### config.mk
export PLATFORM = sky130hd
export DESIGN_NAME = regfile_debug_reader
export DESIGN_NICKNAME = d
export VERILOG_FILES = /design/src/rtl/regfile_debug_reader.sv
export SDC_FILE = /design/constraint.sdc
export NUM_CORES = 1
export LEC_CHECK = 0
export CORE_MARGIN = 5
export CORE_UTILIZATION = 42
export DETAILED_ROUTE_END_ITERATION = 6
export GPL_ROUTABILITY_DRIVEN = 0
export GPL_TIMING_DRIVEN = 0
export PLACE_DENSITY = 0.87
export SLEW_MARGIN = 20
export SYNTH_ARGS = -nofsm -noshare
export SYNTH_HDL_FRONTEND = slang
export SYNTH_SLANG_ARGS = --single-unit
### constraint.sdc
create_clock -name clk -period 2.3 [get_ports clk]
set_input_delay 0.23 -clock clk [delete_from_list [all_inputs] [get_ports clk]]
set_output_delay 0.23 -clock clk [all_outputs]
set_load 0.02 [all_outputs]
### src/rtl/regfile_debug_reader.sv
// Debug-port reader for the register file: drives radd_debug/clk_debug, captures dout_debug and
// hands each word downstream over a valid/ready handshake, either for one address or a full scan.
module regfile_debug_reader #(
    parameter int unsigned ADDR_W     = 5,
    parameter int unsigned DATA_W     = 32,
    parameter int unsigned FIRST_ADDR = 0,
    parameter int unsigned LAST_ADDR  = 31
) (
    input  logic              clk,
    input  logic              res,
    input  logic              start,
    input  logic              single,
    input  logic [ADDR_W-1:0] sel_addr,
    input  logic              abort,
    output logic [ADDR_W-1:0] radd_debug,
    output logic              clk_debug,
    input  logic [DATA_W-1:0] dout_debug,
    output logic [DATA_W-1:0] out_data,
    output logic [ADDR_W-1:0] out_addr,
    output logic              out_valid,
    input  logic              out_ready,
    output logic              busy,
    output logic              done
);

    localparam logic [ADDR_W-1:0] FirstAddr = ADDR_W'(FIRST_ADDR);
    localparam logic [ADDR_W-1:0] LastAddr  = ADDR_W'(LAST_ADDR);

    typedef enum logic [2:0] {
        StIdle,
        StSetup,
        StPulse,
        StFall,
        StHold
    } state_e;

    state_e              state_q, state_d;
    logic [ADDR_W-1:0]   addr_q, addr_d;
    logic                single_q, single_d;
    logic                clk_debug_q, clk_debug_d;
    logic [DATA_W-1:0]   out_data_q, out_data_d;
    logic [ADDR_W-1:0]   out_addr_q, out_addr_d;
    logic                out_valid_q, out_valid_d;
    logic                busy_q, busy_d;
    logic                done_q, done_d;
    logic                last_word;

    assign last_word = single_q || (addr_q == LastAddr);

    always_comb begin
        state_d     = state_q;
        addr_d      = addr_q;
        single_d    = single_q;
        clk_debug_d = 1'b0;
        out_data_d  = out_data_q;
        out_addr_d  = out_addr_q;
        out_valid_d = out_valid_q;
        done_d      = 1'b0;

        // abort beats both start in IDLE and a same-cycle handshake in HOLD
        if (abort) begin
            state_d     = StIdle;
            out_valid_d = 1'b0;
        end else begin
            case (state_q)
                StIdle: begin
                    if (start) begin
                        state_d  = StSetup;
                        single_d = single;
                        addr_d   = single ? sel_addr : FirstAddr;
                    end
                end
                StSetup: begin
                    clk_debug_d = 1'b1;
                    state_d     = StPulse;
                end
                StPulse: begin
                    state_d = StFall;
                end
                StFall: begin
                    out_data_d  = dout_debug;
                    out_addr_d  = addr_q;
                    out_valid_d = 1'b1;
                    state_d     = StHold;
                end
                StHold: begin
                    if (out_ready) begin
                        out_valid_d = 1'b0;
                        if (last_word) begin
                            state_d = StIdle;
                            done_d  = 1'b1;
                        end else begin
                            addr_d  = addr_q + 1'b1;
                            state_d = StSetup;
                        end
                    end
                end
                default: begin
                    state_d = StIdle;
                end
            endcase
        end

        busy_d = (state_d != StIdle);
    end

    always_ff @(posedge clk or posedge res) begin
        if (res) begin
            state_q     <= StIdle;
            addr_q      <= '0;
            single_q    <= 1'b0;
            clk_debug_q <= 1'b0;
            out_data_q  <= '0;
            out_addr_q  <= '0;
            out_valid_q <= 1'b0;
            busy_q      <= 1'b0;
            done_q      <= 1'b0;
        end else begin
            state_q     <= state_d;
            addr_q      <= addr_d;
            single_q    <= single_d;
            clk_debug_q <= clk_debug_d;
            out_data_q  <= out_data_d;
            out_addr_q  <= out_addr_d;
            out_valid_q <= out_valid_d;
            busy_q      <= busy_d;
            done_q      <= done_d;
        end
    end

    // radd_debug is the working address itself, so it holds the last address in IDLE
    assign radd_debug = addr_q;
    assign clk_debug  = clk_debug_q;
    assign out_data   = out_data_q;
    assign out_addr   = out_addr_q;
    assign out_valid  = out_valid_q;
    assign busy       = busy_q;
    assign done       = done_q;

endmodule
==> impl_metrics.py <==
metrics = {
    "status": {
        "status": "completed",
    },
    "global_route": {
        "antenna_found_initial": 0,
        "grt_pass1_vias": 1662,
        "grt_overflow": 0,
        "grt_pass1_wl_um": 8020,
        "grt_start_max_net_pins": 32,
        "gr-usage-all-layers_pct": 15.8,
    },
    "drt": {
        "drc": 0,
        "ant_nets": 0,
        "routedWlPerCell_um": 15.1,
        "vias": 1498,
        "dr.pass1.iters": 4,
        "dr.first_iter.drc_count": 51,
        "wl_um": 4740,
        "vias_per_cell": 4.79,
    },
    "sta": {
        "slew_headroom_pct": 70.5,
        "skew_ns": 0.00691,
        "setup_tns_ns": 0,
        "tightest_slew_ns": 0.442,
        "slew_violations": 0,
        "rsz0062_at_grt": "false",
        "setup_viol": 0,
        "fin_crit_sh_pct": 93.0,
        "post-route-min-period_ns": 2.14,
        "hold_viol": 0,
        "fmax_ghz": 0.467,
    },
    "logic_synthesis": {
        "syn_nets": 196,
        "synth_edf_count": 0,
        "syn_area_per_cell_um2": 14.1,
        "synthMostInstantiatedCell": "dfrtp_1",
        "ys_warn_count": 0,
        "synthDistinctLibCells": 32,
        "syn_inst": 151,
        "synth_top_area_cell": "dfrtp_1",
        "ys_seq_elements": 50,
        "ys.flop_type": "dfrtp_1",
        "synth-async-reset-ratio_pct": 100,
        "syn_area_um2": 2130,
        "synthTopCellsByArea": "dfrtp_1, mux2_2, mux2_1",
        "synthTopCellsByCount": "dfrtp_1, mux2_2, mux2_1",
        "synth_top_area_share_pct": 58.9,
        "ys_seq_area_share_pct": 58.9,
    },
    "layout": {
        "final_cell_count_no_fill": 313,
        "antenna_cells": 0,
        "fin_nets": 291,
        "final_layout_size_suffix_gt1_share_pct": 19.5,
        "area_delta_synth_final_pct": 51.1,
    },
    "clock_network": {
        "cts_tree": "yes",
        "numCtsBuffers": 5,
        "clockBufferDepth": 2,
        "cts_resized": 0,
        "clock_sinks": 50,
        "holdBufCountCts": 0,
        "clkLatencyLatePin_ns": 0.29,
        "htree_levels": 2,
        "clkTransAtPathRegs_ns": 0.09,
        "cts_root_buffer": "clkbuf_8",
        "postCtsSetupBuffers": 0,
    },
    "floorplan": {
        "die-area_um2": 6580,
        "start_util_pct": 44.1,
        "placementRows": 25,
        "coreArea_um2": 4820,
        "fp.dieW_um": 81.1,
        "die_h_um": 81.1,
        "ios": 89,
    },
    "worst_hold_path": {
        "worstHoldPathType": "in -> reg",
        "hp-start": "abort",
        "hold_depth": 2,
    },
    "power": {
        "p_leak_uw": 0.00144,
        "finalPower_uw": 3400,
        "powerDensity_nw_per_um2": 1060,
        "irDropWorstVdd_mv": 0.696,
    },
    "setup_path": {
        "cp_data_arrival_time_ns": 2.32,
        "cp.required_ns": 2.48,
        "criticalPathCategory": "reg -> reg",
        "worstSetupStartpointType": "register",
        "crit_start": "radd_debug[0]$_DFFE_PP0P_",
        "worst-path-max-fanout": 6,
        "r2r_slack_ns": 0.16,
        "end_kind": "register",
        "r2r_cells": 6,
        "reg2reg_from": "radd_debug[0]$_DFFE_PP0P_",
    },
    "job": {
        "cap_viol_max_count": 0,
    },
    "placement": {
        "numPortBuffers": 87,
        "dp.cells": 306,
        "dp.final_hpwl_um": 3660,
    },
}
cells by family after synthesis:
group	after synthesis	synth area share, %
DFF	50	58.9
adders and majority gates	2	1.18
and+or+nand+nor	27	7.30
AOI/OAI and AO/OA	13	4.41
xor gates and xnor gates	1	0.412
buffers and inverters	14	4.71
muxes	44	23.1
layout by cell type (no fill, tap or decap), types with 3 or more instances in the layout:
| cell type | n |
|---|---|
| nand2_1 | 4 |
| nor3_1 | 5 |
| inv_1 | 4 |
| mux2_2 | 27 |
| and3_1 | 3 |
| dfrtp_1 | 50 |
| clkdlybuf4s50_1 | 87 |
| nor2_1 | 3 |
| mux2_1 | 14 |
| clkbuf_8 | 6 |
| mux2i_1 | 3 |
| buf_6 | 5 |
where the power goes:
| part | switching [µW] | internal [µW] |
|---|---|---|
| Sequential | 165 | 1180 |
| Combinational | 658 | 782 |
| Clock | 270 | 348 |
| Total | 1090 | 2310 |
worst max-delay path, stage by stage, from the launching register on:
cell and delay [ns]:
dfrtp_1 0.44, ha_1 0.25, and3_1 0.19, ha_1 0.19, and4bb_2 0.34, o21a_1 0.26, mux2_2 0.36
metrics by stage:
step                      setup slack (ns)  utilization (%)  cell area [µm²]  hold slack [ns]
after floorplan                      0.243                -             2130            0.365
after global placement             -0.0926             63.9             3080            0.460
after detailed placement             0.180             64.4             3100            0.460
after CTS                            0.162             66.7             3210            0.140
after global routing                0.0690             66.7             3210            0.156
final                                0.161             66.7             3210            0.154
area by class of cell:
type,instances,area [µm²]
inverter,5,18.8
multi-input combinational,87,774
buffer,9,81.3
clock inverter,1,30.0
timing repair buffer,88,891
sequential,50,1250
fill,389,1600
clock buffer,6,82.6
tap,67,83.8
final timing paths:
path / endpoint
setup / recovery: radd_debug[4]$_DFFE_PP0P_
hold / removal: busy$_DFF_PP0_
hold reg to reg: out_addr[4]$_DFFE_PP0P_
setup reg to reg: radd_debug[4]$_DFFE_PP0P_
min in group asynchronous: out_data[11]$_DFFE_PP0P_
max in group asynchronous: out_data[3]$_DFFE_PP0P_
metal layers:
metal | wire length [µm] | part of all wire [%] | GRT usage [%] | up-vias
met5 | 0 | 0 | 0 | -
met1 | 1840 | 39 | 18.1 | 728
met3 | 444 | 9.4 | 7.54 | 2
li1 | - | - | - | 719
met2 | 2440 | 52 | 27.1 | 49
met4 | 12 | 0.25 | 3.04 | 0
registers in the layout, indices dropped and copies added (netlist names):
| signal | cells |
|---|---|
| single_q | 1 |
| busy | 1 |
| out_data | 32 |
| state_q | 3 |
| out_valid | 1 |
| done | 1 |
| out_addr | 5 |
| radd_debug | 5 |
| clk_debug | 1 |
Note: power is estimated with default switching activity, not from simulation.
